==> src/rtl/axis_line_conditioner_pkg.sv <==
// Shared video constants and the line-conditioner state encoding.
package axis_line_conditioner_pkg;

  localparam int VID_DATA_WIDTH = 24;
  localparam int VID_H_ACTIVE   = 1280;
  localparam int VID_V_ACTIVE   = 720;

  typedef enum logic [1:0] {
    SEEK_SOF = 2'd0,
    PASS     = 2'd1,
    PAD      = 2'd2,
    DROP     = 2'd3
  } lc_state_e;

endpackage

==> src/rtl/axis_reg_slice.sv <==
// Single-stage AXI-Stream register: holds its beat until downstream takes it.
module axis_reg_slice #(
  parameter int WIDTH = 26
) (
  input  logic             video_clk,
  input  logic             resetn,
  input  logic [WIDTH-1:0] in_data,
  input  logic             in_valid,
  output logic             in_ready,
  output logic [WIDTH-1:0] out_data,
  output logic             out_valid,
  input  logic             out_ready
);

  assign in_ready = !out_valid || out_ready;

  // Load a new beat whenever the stage is empty or being emptied this cycle.
  always_ff @(posedge video_clk or negedge resetn) begin
    if (!resetn) begin
      out_valid <= 1'b0;
      out_data  <= '0;
    end else if (in_ready) begin
      out_valid <= in_valid;
      if (in_valid) out_data <= in_data;
    end
  end

endmodule

==> src/rtl/axis_line_conditioner.sv <==
// Forces a VDMA pixel stream into exact H_ACTIVE x V_ACTIVE frames.
//
//   state    | meaning
//   SEEK_SOF | discard input until the first TUSER beat
//   PASS     | forward input beats, regenerate TUSER/TLAST
//   PAD      | input stalled, fill the rest of the line with PAD_PIXEL
//   DROP     | line already complete, discard input through its TLAST
//
// h_cnt/v_cnt hold the position of the next beat entering the output stage.
module axis_line_conditioner
  import axis_line_conditioner_pkg::*;
#(
  parameter int                    DATA_WIDTH = VID_DATA_WIDTH,
  parameter int                    H_ACTIVE   = VID_H_ACTIVE,
  parameter int                    V_ACTIVE   = VID_V_ACTIVE,
  parameter logic [DATA_WIDTH-1:0] PAD_PIXEL  = '0
) (
  input  logic                  video_clk,
  input  logic                  resetn,
  input  logic [DATA_WIDTH-1:0] s_axis_tdata,
  input  logic                  s_axis_tvalid,
  output logic                  s_axis_tready,
  input  logic                  s_axis_tuser,
  input  logic                  s_axis_tlast,
  output logic [DATA_WIDTH-1:0] m_axis_tdata,
  output logic                  m_axis_tvalid,
  input  logic                  m_axis_tready,
  output logic                  m_axis_tuser,
  output logic                  m_axis_tlast,
  output logic                  locked,
  output logic                  err_short,
  output logic                  err_long,
  output logic                  err_sof
);

  localparam int HW = $clog2(H_ACTIVE);
  localparam int VW = $clog2(V_ACTIVE);
  localparam logic [HW-1:0] H_LAST = HW'(H_ACTIVE - 1);
  localparam logic [VW-1:0] V_LAST = VW'(V_ACTIVE - 1);

  logic            rst_meta_n, rst_sync_n;
  lc_state_e       state, state_nxt;
  logic [HW-1:0]   h_cnt, h_nxt;
  logic [VW-1:0]   v_cnt, v_nxt;
  logic            restart, restart_nxt;
  logic            slot, load, take, force_v0, ready_c;
  logic            at_origin, at_eol;
  logic            e_short, e_long, e_sof;
  logic [DATA_WIDTH-1:0] ld_data;

  assign at_origin = (h_cnt == '0) && (v_cnt == '0);
  assign at_eol    = (h_cnt == H_LAST);

  // Reset asserts immediately, releases two video_clk edges later.
  always_ff @(posedge video_clk or negedge resetn) begin
    if (!resetn) begin
      rst_meta_n <= 1'b0;
      rst_sync_n <= 1'b0;
    end else begin
      rst_meta_n <= 1'b1;
      rst_sync_n <= rst_meta_n;
    end
  end

  // Next state, input ready, output-stage load and error detection.
  always_comb begin
    state_nxt   = state;
    restart_nxt = restart;
    ready_c     = 1'b0;
    take        = 1'b0;
    load        = 1'b0;
    force_v0    = 1'b0;
    ld_data     = s_axis_tdata;
    e_short     = 1'b0;
    e_long      = 1'b0;
    e_sof       = 1'b0;
    case (state)
      SEEK_SOF: begin
        ready_c = 1'b1;
        if (s_axis_tvalid && s_axis_tuser) take = 1'b1;
      end
      PASS: begin
        // A misplaced TUSER is held on the input until the frame is realigned.
        if (s_axis_tuser && !at_origin) begin
          if (s_axis_tvalid) begin
            e_sof = 1'b1;
            if (h_cnt == '0) begin
              force_v0 = 1'b1;
            end else begin
              state_nxt   = PAD;
              restart_nxt = 1'b1;
            end
          end
        end else begin
          ready_c = slot;
          if (s_axis_tvalid && slot) begin
            take = 1'b1;
            if (at_origin && !s_axis_tuser) e_sof = 1'b1;
          end
        end
      end
      PAD: begin
        ld_data = PAD_PIXEL;
        load    = slot;
        if (slot && at_eol) begin
          state_nxt   = PASS;
          restart_nxt = 1'b0;
        end
      end
      DROP: begin
        ready_c = !s_axis_tuser;
        if (s_axis_tvalid && (s_axis_tuser || s_axis_tlast)) state_nxt = PASS;
      end
      default: state_nxt = SEEK_SOF;
    endcase
    if (take) begin
      load = 1'b1;
      if (at_eol && !s_axis_tlast) begin
        e_long    = 1'b1;
        state_nxt = DROP;
      end else if (!at_eol && s_axis_tlast) begin
        e_short   = 1'b1;
        state_nxt = PAD;
      end else begin
        state_nxt = PASS;
      end
    end
  end

  // Position of the next output beat; a frame restart pins the line to 0.
  always_comb begin
    h_nxt = h_cnt;
    v_nxt = v_cnt;
    if (load) begin
      h_nxt = at_eol ? '0 : h_cnt + 1'b1;
      if (at_eol) v_nxt = (restart || v_cnt == V_LAST) ? '0 : v_cnt + 1'b1;
    end
    if (force_v0) v_nxt = '0;
  end

  // State, counters and registered error pulses.
  always_ff @(posedge video_clk or negedge rst_sync_n) begin
    if (!rst_sync_n) begin
      state     <= SEEK_SOF;
      h_cnt     <= '0;
      v_cnt     <= '0;
      restart   <= 1'b0;
      err_short <= 1'b0;
      err_long  <= 1'b0;
      err_sof   <= 1'b0;
    end else begin
      state     <= state_nxt;
      h_cnt     <= h_nxt;
      v_cnt     <= v_nxt;
      restart   <= restart_nxt;
      err_short <= e_short;
      err_long  <= e_long;
      err_sof   <= e_sof;
    end
  end

  assign s_axis_tready = ready_c & rst_sync_n;
  assign locked        = (state != SEEK_SOF);

  axis_reg_slice #(
    .WIDTH(DATA_WIDTH + 2)
  ) u_out_reg (
    .video_clk (video_clk),
    .resetn    (rst_sync_n),
    .in_data   ({at_origin, at_eol, ld_data}),
    .in_valid  (load),
    .in_ready  (slot),
    .out_data  ({m_axis_tuser, m_axis_tlast, m_axis_tdata}),
    .out_valid (m_axis_tvalid),
    .out_ready (m_axis_tready)
  );

endmodule

==> config.mk <==
export PLATFORM = sky130hd
export DESIGN_NAME = axis_line_conditioner
export DESIGN_NICKNAME = d
export VERILOG_FILES = /design/src/rtl/axis_line_conditioner_pkg.sv /design/src/rtl/axis_reg_slice.sv /design/src/rtl/axis_line_conditioner.sv
export SDC_FILE = /design/constraint.sdc
export NUM_CORES = 1
export LEC_CHECK = 0
export BUFFER_PORTS_ARGS = -buffer_cell sky130_fd_sc_hd__buf_2
export CORE_MARGIN = 2
export CORE_UTILIZATION = 45
export CTS_CLUSTER_DIAMETER = 40
export DETAILED_ROUTE_END_ITERATION = 10
export GPL_TIMING_DRIVEN = 1
export PLACE_DENSITY = 0.7
export SLEW_MARGIN = 10
export SYNTH_ARGS = -nofsm -noshare
export SYNTH_HDL_FRONTEND = slang
export SYNTH_SLANG_ARGS = --single-unit
==> constraint.sdc <==
create_clock -name video_clk -period 2.85 [get_ports video_clk]
set_clock_uncertainty 0.05 [all_clocks]
set_input_delay 0.285 -clock video_clk [delete_from_list [all_inputs] [get_ports video_clk]]
set_output_delay 0.285 -clock video_clk [all_outputs]
set_load 0.02 [all_outputs]
* Word level (Yosys, flattened, before mapping)
Index checks and enable logic that the tools add are counted.
** Storage, ports and cells
- Bits in registers :: 56
- Word-level logic and storage cells :: 99
- Output and inout bits :: 32
- Input bits :: 30
** Operators by class
- Multiplexer cells :: 42
- Equal/unequal tests :: 14
- Add/sub/neg operators :: 2
- Bitwise gates (word level) :: 1
- Reduce and logical (&&, ||, !) cells :: 29
** Operators with widths (count)
- two-way mux 10 bit :: 4
- two-way mux 1 bit :: 24
- two-way mux 24 bit :: 1
- two-way mux 2 bit :: 8
- != test 3 bit, second input constant :: 5
- adder 11 x 1 -> 11 bit, second input constant :: 1
- equality test 11 bit, second input constant :: 1
- zero test 11 bit :: 1
- two-way mux 11 bit :: 1
- adder 10 x 1 -> 10 bit, second input constant :: 1
- equality test 10 bit, second input constant :: 1
- zero test 10 bit :: 1
- logical AND 1 bit :: 9
- != test 2 bit, second input constant :: 4
- nonzero test 2 bit :: 4
- case mux 2 bit (3 select lines) :: 1
- AND reduction 6 bit :: 1
- zero test 1 bit :: 5
- AND reduction 5 bit :: 1
- equality test 2 bit, second input constant :: 2
- case mux 1 bit (2 select lines) :: 2
- AND reduction 2 bit :: 2
- nonzero test 4 bit :: 1
- logical OR 1 bit :: 3
- other kinds (4) :: 4

* Depth between registers and ports, before layout
- Depth in word-level cells :: 9
- Depth in mapped cells :: 10
- Gate-level depth less buffers :: 8

* Hierarchy
Synthesis repeated with hierarchy kept, for this count alone.
** Second synthesis, totals
- Cells, all modules :: 302
- Area, all modules :: 3161.8 um^2
** Modules (own cells, without submodules)
- axis_line_conditioner :: seq. area each 725.7 um^2, area an instance 2064.5 um^2, instances 1, cells each 244
- axis_reg_slice :: seq. area each 675.6 um^2, area an instance 1097.3 um^2, instances 1, cells each 58

* Least setup slack after synthesis
OpenSTA, ideal clock, no wires.
- Kind :: register to output
- Start point :: reg h_cnt[0]
- End point :: out s_axis_tready
- Required time :: 2.515 ns
- Arrival :: 2.134 ns
- Path slack :: 0.381 ns
- Stages on the path, launching flop included :: 8
- Buffers on the path :: 0
- Path through :: dfrtp_1 > inv_1 > ha_1 > or4b_4 > nor4_4 > nand3_1 > o22a_1 > a21oi_1
** Between the ends
- Cells in the longest elaborated chain, start to end :: 7
** RTL lines
- from (decl) :: line axis_line_conditioner.sv:43 : logic [HW-1:0] h_cnt, h_nxt;
- from (signal assigned) :: line axis_line_conditioner.sv:153 : h_cnt <= h_nxt;
- zero test 11 bit :: line axis_line_conditioner.sv:51 : assign at_origin = (h_cnt == '0) && (v_cnt == '0);
- logical AND 1 bit :: line axis_line_conditioner.sv:51
- zero test 1 bit :: line axis_line_conditioner.sv:84 : if (s_axis_tuser && !at_origin) begin
- logical AND 1 bit :: line axis_line_conditioner.sv:84
- two-way mux 1 bit :: line axis_line_conditioner.sv:84
- case mux 1 bit (3 select lines) :: line axis_line_conditioner.sv:77 : case (state)
- AND 1 bit :: line axis_line_conditioner.sv:162 : assign s_axis_tready = ready_c & rst_sync_n;
- to (decl) :: line axis_line_conditioner.sv:22 : output logic s_axis_tready,
No other way between the ends.

* Worst setup path after layout
- Start point :: reg h_cnt[1]
- End point :: out s_axis_tready
Same word-level chain as after synthesis.

==> run metrics <==
DRT antenna net count 0; launching point of the worst reg2reg path h_cnt[1]; diodes inserted 0; min-delay src s_axis_tdata[6]; sequential share of the synthesized area 48.8%; Top FF cell, synth dfrtp_1; Layout area overhead 21.2%; crit start category flip-flop; Net Switching 1.28 mW; CP max stage cell or4b_4; period utilization 97.8%; Seq pwr share 39.0%; static leakage 1.82 nW; Final nets 419; largest net degree at the start of global routing 55; core area 6280 um^2; Synth Register Bits 56; Sw Ratio 43.2%; PD cells 848 nW/um^2; CP Capture Type output port; Seq. cell area 1400 um^2; Fillers 569; cells on worst reg2reg path 10; crit path kind reg2out; Starting Density 45.7%; ratio of cells with drive above 1 in the final layout 28.2%; Setup-failing EPs final 0; CTS root buf clkbuf_8; maximum clock frequency 359 MHz; Final Hold Viols 0; max cap viols 0; via-per-instance ratio 5.35; EDFF count, synth 0; clk_lat worst skew 320 ps; Residual DRC 0; multi-input logic area 1400 um^2; initial antenna violation count 0; total track usage 18.0%; Post-Synthesis Cells 304; Clock Tree Buf Depth 2; RSZ-0062 raised after global routing true; VDD IR max 0.525 mV; routed wire length per instance 13.5 um; cell internal pwr 1.68 mW; Clock transition at path regs 120 ps; worst-margin pin slew 683 ps; clock share of power 15.7%; syn avg cell area 9.45 um^2; initial DRC count 152; total die area 7040 um^2; router iterations before antenna repair 4; via count 2443; first-pass GRT wire length 10500 um; Critical Path Source h_cnt[1]; DP Worst Slack 241 ps; buffers and inverters on the worst path 3; Cell Rows 29; setup ws final 63.0 ps; vias in the first global route 2253; WP data arrival 2450 ps; total CTS buffers 5; Synth async-reset ratio 100%; CTS tree yes; DP HPWL 4260 um; Die X-Extent 83.9 um; Comb pwr share 45.2%; I/O Buffers 61; GRT overflow 0; Synth Warn # 0; Vert. Die Dim 83.9 um; Tmin final 2790 ps; IO Pins 62; critical-path cell list inv_1, ha_2, or4b_4, nor4_4, buf_4, nand3_4, o22a_1, a21oi_2, buf_6; CP Max Fanout 3; Slew headroom 54.5%; CTS H-tree lvls 2; Worst path max stage delay 460 ps; outcome complete, no violations; hold path cells 3; setup TNS 0 ps; Routability Congestion 0.808; Syn Nets 344; Post-Synthesis Cell Area 2870 um^2; library cells used by synthesis 54; crit-path leading delay family simple AND/OR/NAND/NOR gates; Post-Route WL 6170 um; instance count on the critical path 9; clock sinks 56; Slew Viols, Final 0; Worst EP required 2520 ps; min-delay worst type in2reg; Power, Total 2.95 mW
[tightest hold or removal path: stages]
cell	delay [ps]
buf_2	90
nand2_1	50
o21ai_0	60
[power by group through the flow]
stage | registers (mW) | logic [mW] | clock network, mW
finish | 1.15 | 1.34 | 0.465
global route | 1.18 | 1.50 | 0.512
CTS | 1.15 | 1.30 | 0.485
detailed placement | 1.18 | 1.26 | 0
global placement | 1.17 | 1.24 | 0
floorplan | 1.36 | 0.701 | 0
[cells in the mapped netlist (all sizes together), types with 2 or more instances]
master	count	area share, %
nand3b	2	0.52
mux2i	2	0.70
a21oi	9	2.1
and4	2	0.61
mux2	3	1.2
xor2	2	0.61
nor4	2	0.96
a31oi	2	0.44
o21ai	33	5.8
and3b	2	0.61
clkbuf	7	0.92
o41ai	2	0.61
nand4	4	1.1
xnor2	3	0.92
a221o	8	2.8
nor2b	5	1.1
and3	13	2.8
dfrtp	56	49
nor2	17	2.5
or4	2	0.52
nand3	12	2.3
a22o	3	1.0
inv	14	1.8
and2	2	0.48
buf	2	0.78
ha	10	4.4
or4b	2	0.83
nand2	66	8.6
[metal layers]
layer  part of all wire [%]  global-route usage [%]
met5                      0                       0
met4                    1.1                    4.11
met3                    5.5                    4.45
met2                     46                    29.2
met1                     47                    24.5
[through the flow]
| stage | hold WS (ps) | std cells | instance area [um^2] | utilization, % |
|---|---|---|---|---|
| 2_1_floorplan | -60.6 | 304 | 2870 | - |
| 3_3_place_gp | 19.0 | 439 | 3270 | 52.1 |
| 3_5_place_dp | 21.6 | 439 | 3270 | 52.1 |
| 4_1_cts | 140 | 452 | 3410 | 54.3 |
| 5_1_grt | 152 | 457 | 3480 | 55.5 |
| 6_report | 149 | 457 | 3480 | 55.5 |
[state kept, by name (all words and copies together) (netlist names)]
register,flops
u_out_reg.out_valid,1
err_long,1
rst_sync_n,1
rst_meta_n,1
h_cnt,11
err_sof,1
state,2
err_short,1
u_out_reg.out_data,26
restart,1
v_cnt,10
[layout make-up]
type,count,area share (%)
clock inverters,3,0.791
clock buffers,5,1.98
multi-input cells,224,40.1
flip-flops and latches,56,40.3
well taps,77,2.77
inverters,15,1.62
repair buffers,77,12.5
[final timing paths]
path                                          endpoint  slack [ps]
worst max-delay path                     s_axis_tready          60
worst min-delay path             u_out_reg.out_data[6]         150
worst max register to register                v_cnt[5]         160
worst min register to register              rst_sync_n         310
max in group asynchronous       u_out_reg.out_data[20]        1940
min in group asynchronous                   rst_sync_n         230
[placed cells by master (no fill, tap or decap), drive strengths merged, types with 8 or more instances in the layout]
cell / n
a21oi: 9
a221o: 8
and3: 13
buf: 76
dfrtp: 56
ha: 10
inv: 15
nand2: 66
nand3: 12
nor2: 17
o21ai: 33
[cells by family after synthesis]
| family | after synthesis | share of synthesized area [%] |
|---|---|---|
| AO/OA/AOI/OAI | 67 | 15.6 |
| XOR/XNOR | 5 | 1.53 |
| adder cells (fa/ha/maj) | 10 | 4.36 |
| buffers and inverters | 24 | 3.66 |
| flip-flops | 56 | 48.8 |
| multiplexers | 5 | 1.87 |
| other | 1 | 0.131 |
| AND/OR/NAND/NOR | 136 | 24.0 |
[repair_timing]
item / 4_1_cts / 5_1_grt
hold buffers: 1 / 0
endpoints found under the hold margin: 2 / 0
resized for setup: 1 / 7
pin swaps: 1 / 3
setup buffers: 4 / 5
setup endpoints to repair: 1 / 1
cloned: 0 / 0
Note: power is estimated with default switching activity, not from simulation.
